`config.mk`:
```
export PLATFORM = sky130hd
export DESIGN_NAME = sqrt_sched
export DESIGN_NICKNAME = d
export VERILOG_FILES = /design/src/rtl/sqrt_sched.sv
export SDC_FILE = /design/constraint.sdc
export NUM_CORES = 1
export LEC_CHECK = 0
export CORE_MARGIN = 2
export CORE_UTILIZATION = 43
export DETAILED_ROUTE_END_ITERATION = 10
export PLACE_DENSITY_LB_ADDON = 0.15
export RECOVER_POWER = 50
export SETUP_SLACK_MARGIN = 0.4
export SYNTH_ARGS = -nofsm -noshare
export SYNTH_HDL_FRONTEND = slang
export SYNTH_SLANG_ARGS = --single-unit
```
`constraint.sdc`:
```
create_clock -name CLK -period 2.1 [get_ports CLK]
set_input_delay 0.42 -clock CLK [delete_from_list [all_inputs] [get_ports CLK]]
set_output_delay 0.42 -clock CLK [all_outputs]
set_load 0.01 [all_outputs]
```
`src/rtl/sqrt_sched.sv`:
```
// -----------------------------------------------------------------------------
// sqrt_sched
//
// Round-robin scheduler that shares one square-root engine between two
// requesters. A request is granted in IDLE. The operand is handed to the
// engine in ISSUE. BUSY waits for the engine. The result is then held in RESP
// until the consumer takes it.
//
// Optional feature: define SQRT_SCHED_TIMEOUT_EN to enable the engine-response
// timeout. With the macro, a BUSY phase longer than TO_LIMIT cycles ends with
// Err=1 and Res=0. Without the macro, BUSY waits indefinitely and Err is
// constant 0.
//
// Parameters
//   TO_LIMIT  engine-response timeout in BUSY cycles (timeout build only)
//
// Ports
//   CLK       clock, all state changes on the rising edge
//   RST       synchronous active-high reset
//   Req[1:0]  per-requester request, held until the matching Ack bit
//   Din0/Din1 8-bit operands, stable while the matching Req bit is high
//   Ack[1:0]  one-cycle grant pulse (issued together with Eng_St)
//   Eng_St    one-cycle start pulse to the engine
//   Eng_Din   operand for the engine, held from ISSUE through BUSY
//   Eng_Done  engine completion level, only looked at in BUSY
//   Eng_Sqrt  engine result, valid while Eng_Done is high
//   Vld/Rdy   response handshake
//   Res       4-bit result
//   Tag       index of the requester owning the response
//   Err       response ended by timeout
//   Busy      high whenever the scheduler is not in IDLE
// -----------------------------------------------------------------------------
module sqrt_sched #(
   parameter int TO_LIMIT = 31
) (
   input  logic       CLK,
   input  logic       RST,
   input  logic [1:0] Req,
   input  logic [7:0] Din0,
   input  logic [7:0] Din1,
   output logic [1:0] Ack,
   output logic       Eng_St,
   output logic [7:0] Eng_Din,
   input  logic       Eng_Done,
   input  logic [3:0] Eng_Sqrt,
   output logic       Vld,
   input  logic       Rdy,
   output logic [3:0] Res,
   output logic       Tag,
   output logic       Err,
   output logic       Busy
);

   typedef enum logic [1:0] {
      IDLE  = 2'd0,
      ISSUE = 2'd1,
      BUSY  = 2'd2,
      RESP  = 2'd3
   } state_t;

   state_t      state_q, state_d;
   logic        ptr_q,   ptr_d;     // round-robin preference when both request
   logic        owner_q, owner_d;   // requester of the operation in flight
   logic [1:0]  ack_q,   ack_d;
   logic        st_q,    st_d;
   logic [7:0]  din_q,   din_d;
   logic        vld_q,   vld_d;
   logic [3:0]  res_q,   res_d;
   logic        tag_q,   tag_d;
   logic        busy_q,  busy_d;
   logic        grant_idx;

   // A zero limit would make the timeout fire before the engine could answer.
   if (TO_LIMIT < 1) begin : g_to_limit_check
      $error("sqrt_sched: TO_LIMIT must be at least 1");
   end

`ifdef SQRT_SCHED_TIMEOUT_EN
   localparam int               CNT_W    = $clog2(TO_LIMIT + 1);
   // The counter starts at 0 in the first BUSY cycle. The last allowed cycle
   // therefore sees TO_LIMIT-1.
   localparam logic [CNT_W-1:0] CNT_LAST = CNT_W'(TO_LIMIT - 1);

   logic [CNT_W-1:0] cnt_q, cnt_d;
   logic             err_q, err_d;
`endif

   // ---------------------------------------------------------------------------
   // Next-state and registered-output logic
   // ---------------------------------------------------------------------------
   always_comb begin
      state_d   = state_q;
      ptr_d     = ptr_q;
      owner_d   = owner_q;
      ack_d     = 2'b00;
      st_d      = 1'b0;
      din_d     = din_q;
      vld_d     = vld_q;
      res_d     = res_q;
      tag_d     = tag_q;
      grant_idx = ptr_q;
`ifdef SQRT_SCHED_TIMEOUT_EN
      cnt_d     = cnt_q;
      err_d     = err_q;
`endif

      case (state_q)
         IDLE: begin
            // The pointer only matters on contention. A lone request wins
            // outright.
            if (Req[0] && Req[1]) begin
               grant_idx = ptr_q;
            end else begin
               grant_idx = Req[1];
            end

            if (|Req) begin
               owner_d = grant_idx;
               din_d   = grant_idx ? Din1 : Din0;
               ack_d   = grant_idx ? 2'b10 : 2'b01;
               st_d    = 1'b1;
               state_d = ISSUE;
            end
         end

         ISSUE: begin
            // Eng_Done is not looked at here. A level left high by the
            // previous operation must not count as completion.
`ifdef SQRT_SCHED_TIMEOUT_EN
            cnt_d   = '0;
`endif
            state_d = BUSY;
         end

         BUSY: begin
            // A completion in the same cycle as the timeout counts as a
            // normal completion.
            if (Eng_Done) begin
               res_d   = Eng_Sqrt;
               tag_d   = owner_q;
               vld_d   = 1'b1;
               state_d = RESP;
`ifdef SQRT_SCHED_TIMEOUT_EN
               err_d   = 1'b0;
            end else if (cnt_q == CNT_LAST) begin
               res_d   = 4'd0;
               tag_d   = owner_q;
               err_d   = 1'b1;
               vld_d   = 1'b1;
               state_d = RESP;
            end else begin
               cnt_d   = cnt_q + 1'b1;
`endif
            end
         end

         RESP: begin
            if (Rdy) begin
               vld_d   = 1'b0;
               ptr_d   = ~owner_q;
               state_d = IDLE;
            end
         end

         default: begin
            state_d = IDLE;
         end
      endcase

      busy_d = (state_d != IDLE);
   end

   // ---------------------------------------------------------------------------
   // State and output registers
   // ---------------------------------------------------------------------------
   always_ff @(posedge CLK) begin
      if (RST) begin
         state_q <= IDLE;
         ptr_q   <= 1'b0;
         owner_q <= 1'b0;
         ack_q   <= 2'b00;
         st_q    <= 1'b0;
         din_q   <= 8'd0;
         vld_q   <= 1'b0;
         res_q   <= 4'd0;
         tag_q   <= 1'b0;
         busy_q  <= 1'b0;
      end else begin
         state_q <= state_d;
         ptr_q   <= ptr_d;
         owner_q <= owner_d;
         ack_q   <= ack_d;
         st_q    <= st_d;
         din_q   <= din_d;
         vld_q   <= vld_d;
         res_q   <= res_d;
         tag_q   <= tag_d;
         busy_q  <= busy_d;
      end
   end

`ifdef SQRT_SCHED_TIMEOUT_EN
   always_ff @(posedge CLK) begin
      if (RST) begin
         cnt_q <= '0;
         err_q <= 1'b0;
      end else begin
         cnt_q <= cnt_d;
         err_q <= err_d;
      end
   end

   assign Err = err_q;
`else
   assign Err = 1'b0;
`endif

   assign Ack     = ack_q;
   assign Eng_St  = st_q;
   assign Eng_Din = din_q;
   assign Vld     = vld_q;
   assign Res     = res_q;
   assign Tag     = tag_q;
   assign Busy    = busy_q;

endmodule

```
== Word level (Yosys, flattened, before mapping) ==
Index checks and enable logic that the tools add are counted.

* Flip-flop bits (word level): 22
* Input bits: 26
* Word-level logic and storage cells: 41

* Equal/unequal tests: 5
* Mux-type cells: 12
* Bitwise gates (word level): 3
* Reductions and logical operators: 11

{| class="wikitable"
|+ Operator list
! cell !! number
|-
| 2-bit two-way mux || 4
|-
| 8-bit two-way mux || 1
|-
| 2-bit one-hot mux with 4 select lines || 1
|-
| 2-bit AND reduction || 3
|-
| 1-bit two-way mux || 5
|-
| 2-bit equality test (second input constant) || 2
|-
| 2-bit inequality test (second input constant) || 2
|-
| 2-bit nonzero test || 2
|-
| 2-bit OR reduction || 2
|-
| 1-bit NOT || 3
|-
| 3-bit AND reduction || 1
|-
| 3-bit OR reduction || 1
|-
| 2-bit by 1-bit equality test with 1-bit output (second input constant) || 1
|-
| 2-bit logical NOT || 1
|-
| 1-bit one-hot mux with 2 select lines || 1
|-
| 1-bit logical AND || 1
|}

== Longest topological paths before layout ==
* Word-level depth: 4
* Mapped depth: 4
* Mapped depth without buffers: 3

== Worst setup path after synthesis ==
OpenSTA, ideal clock, no wires.

* Path kind: input to register
* Start point: input port Req[1]
* End point: register din_q[0], in the netlist Eng_Din[0]
* Setup time: 0.079 ns
* Arrival time: 1.111 ns
* Required time: 2.021 ns
* Slack: 0.911 ns
* Stages on the path: 3
* Path through: or2_1 a21o_2 o221ai_2

* Longest elaborated chain between the ends: 4
* Elaborated cells on any way between the ends: 6
* Classes of those cells: mux (3); reduce/logical (3)

{| class="wikitable"
|+ Ends and longest elaborated chain
! element !! RTL line !! text
|-
| from (decl) || 38 || <nowiki>input logic [1:0] Req,</nowiki>
|-
| 1-bit logical AND || 111 || <nowiki>if (Req[0] && Req[1]) begin</nowiki>
|-
| 1-bit two-way mux || 111 ||
|-
| 1-bit two-way mux || 107 || <nowiki>case (state_q)</nowiki>
|-
| 8-bit two-way mux || 119 || <nowiki>din_d = grant_idx ? Din1 : Din0;</nowiki>
|-
| to (signal assigned) || 194 || <nowiki>din_q <= din_d;</nowiki>
|-
| to (decl) || 66 || <nowiki>logic [7:0] din_q, din_d;</nowiki>
|}

Parallel ways exist; a longest one is shown, timed or not. The select of a mux whose other input is x is not followed.
A chain may end at the register's enable or synchronous reset.

== Final worst setup path ==
* Start point: input port Req[0]
* End point: register din_q[1], in the netlist Eng_Din[1]

Same word-level chain as after synthesis.

==> key figures <==
Clocking
  • CTS clk-pin slew, worst paths: between 100 and 150 ps
  • Clk Latency, worst-skew pair: 310 ps
  • Clock Sinks: 22
  • CTS root buf: clkbuf_4
  • CTS Buf Count: 3
  • Hold-fix buffer count after cts: 0
  • Post-CTS Setup Bufs: 0
  • H-Tree Depth: 1
  • PostCTS Resize Cnt: 0
  • Clock buffer depth: 2
  • CTS tree: done

Logic synthesis
  • Share of the synthesized area in the top cell type: 45.8%
  • Leading area contributor after synthesis: dfxtp_1
  • Ranking of synthesized cells by area: dfxtp_1 46%, o221ai_2 9.4%, mux2i_1 6.3%
  • Syn Std Cell Area: 961 sq um
  • Synth top cells by count: 22 x dfxtp_1, 15 x inv_1, 10 x nor2_1
  • Yosys warning count: 0
  • EDFF count, synth: 0
  • Synthesized area per cell: between 9 and 10 sq um
  • Syn nets: around 130
  • #FFs+latches synth: 22
  • Post-Syn Instances: slightly above 100
  • Count leader, synth: dfxtp_1
  • Sequential-to-total area share from yosys stat: 45.8%
  • Ys flop type: dfxtp_1
  • FFs w/ async S/R, synth: 0%
  • Netlist cell types: 28

STA
  • Clk_skew: roughly 7.7 ps
  • F_max: between 0.6 and 0.7 GHz
  • Crit share post-route: between 70% and 80%
  • Period minus WS final: 1640 ps
  • Final setup viols: 0
  • Final Hold Vio Count: 0
  • Unrepaired setup endpoints after global routing: false
  • Post-route setup TNS: 0 ps
  • Max-slew violations: 0

Die
  • Initial Util: approximately 44%
  • Die Ht: about 51 microns
  • Die W: roughly 51 microns
  • I/O pin count: 45
  • Core box area: approximately 0.0022 sq mm
  • Full die area: 0.00263 sq mm
  • FP Rows: 17

Pwr
  • Internal power: between 0.7 and 0.8 mW
  • Clk pwr share: 30.4%
  • Combinational group share of total power: 23.3%
  • Sw Pwr: 0.257 mW
  • Switching share of power: 24.5%
  • P_leak: about 0.6 nW
  • Peak supply drop: 0.541 mV
  • Pwr dens: about 720 mW/mm^2
  • Sequential fraction of design power: 46.2%

GRT
  • Largest net degree at the start of global routing: 15
  • Met2 usage: 30.7%
  • Congestion Overflow GR: 0
  • GRT busiest layer: met2
  • Number of global-route vias before repair: 826
  • First-pass GRT wire length: 3.35 mm
  • Met1 Usage GRT: a little under a fifth
  • Initial antenna violation count: 0
  • Global Route Usage Sum: between 10% and 20%
  • GRT met3 Usage: 3.51%

Hold path
  • Hold depth: 2
  • Hold Path Class: reg -> reg

Route
  • Wire per inst: 11.8 microns
  • Drt total wl: 2.04 mm
  • DR iter-0 viols: 5
  • Overall via count from detail_route: 840
  • Post-route ant nets: 0
  • Drt via density: 4.86
  • Initial DRT Pass Iterations: 4
  • Residual DRC count: 0

Worst setup path
  • CP startpoint kind: input port
  • Crit path capture type: flop
  • Slowest stage delay, CP: 620 ps
  • Worst-case reg-to-reg path depth: 3
  • CP arrival: roughly 1800 ps
  • Critical-path maximum fanout: 7
  • Critical path class: in -> reg
  • Worst path cell trace: dlygate4sd3_1, or2_0, a21o_1, o221ai_1
  • Critical Path Slowest Stage Cell: dlygate4sd3_1
  • CP Data Required Time: 2290 ps

Finish
  • Layout cell share with drive strength beyond 1: 8.28%
  • Nets: 172
  • Fin area: around 0.0014 sq mm
  • Final antenna diode count: 0
  • Area Growth Syn to Fin: 50.4%

Job
  • Total of max-cap violations: 0

Placed design
  • Placer Congestion: 0.683
  • Number of buffers added on ports: 43
  • Post-DP HPWL: 1.63 mm
  • Post-place instance area: ~0.0014 sq mm

Outcome
  • Status: completed
final cells by class:
type | instances | area [sq um]
Clock buffer | 3 | 22.5
Clock inverter | 1 | 30.0
Fill cell | 193 | 724
Inverter | 15 | 56.3
Multi-Input combinational cell | 59 | 415
Sequential cell | 22 | 440
Tap cell | 28 | 35.0
Timing Repair Buffer | 45 | 445
final timing paths:
kind | startpoint | end | slack [ps]
max | Req[0] | Eng_Din[1] | 460
min | owner_q | Tag | 500
min reg2reg | owner_q | Tag | 500
max reg2reg | state_q[0] | Eng_Din[1] | 780
logic make-up after synthesis:
family                 after synthesis  share of synthesized area [%]
AND/OR/NAND/NOR                     32                           19.9
flip-flops                          22                           45.8
AO/OA/AOI/OAI                       20                           18.5
buffers and inverters               20                           9.11
multiplexers                         6                           6.25
other                                1                          0.390
through the flow:
stage	worst slack, ps	util, %	hold slack, ps	power [mW]	std cells
6_report	464	66.6	504	1.05	173
3_5_place_dp	327	65.0	479	0.748	169
5_1_grt	353	66.6	531	1.10	173
4_1_cts	449	67.4	511	1.06	173
3_3_place_gp	358	65.0	472	0.743	169
2_1_floorplan	911	-	457	0.619	101
critical path, delay by kind of cell:
| family | cells | cell delay (ps) |
|---|---|---|
| compound gates | 2 | 530 |
| buf+inv | 1 | 620 |
| simple gates | 1 | 250 |
layout by cell type, fill, tap and decap left out, drive strengths merged, types with 3 or more instances in the layout:
master	Yosys	layout
a21oi	5	5
clkbuf	2	3
clkdlybuf4s50	0	40
dfxtp	22	22
dlygate4sd3	0	3
inv	15	15
mux2i	6	6
nand2	3	3
nand3	4	4
nand4	6	6
nor2	10	10
o21ai	4	4
o221ai	6	6
sequential cells by signal (all words and copies together), names as in the netlist:
name	cells
Ack	2
Vld	1
Eng_Din	8
Eng_St	1
owner_q	1
state_q	2
Tag	1
Res	4
Busy	1
ptr_q	1
power groups by stage:
stage / Sequential [mW] / Clock (mW) / Combinational (mW)
3_5_place_dp: 0.494 / 0 / 0.255
4_1_cts: 0.485 / 0.324 / 0.255
5_1_grt: 0.491 / 0.343 / 0.269
3_3_place_gp: 0.493 / 0 / 0.250
6_report: 0.484 / 0.319 / 0.245
2_1_floorplan: 0.502 / 0 / 0.117
metal layers:
| metal | share of wire, % | routed length [microns] | vias to the layer above |
|---|---|---|---|
| li1 | - | - | 432 |
| met1 | 41 | 832 | 371 |
| met2 | 50 | 1020 | 33 |
| met3 | 7.3 | 148 | 4 |
| met4 | 1.8 | 36 | 0 |
| met5 | 0 | 0 | - |
Power figures use the tool's default switching activity.
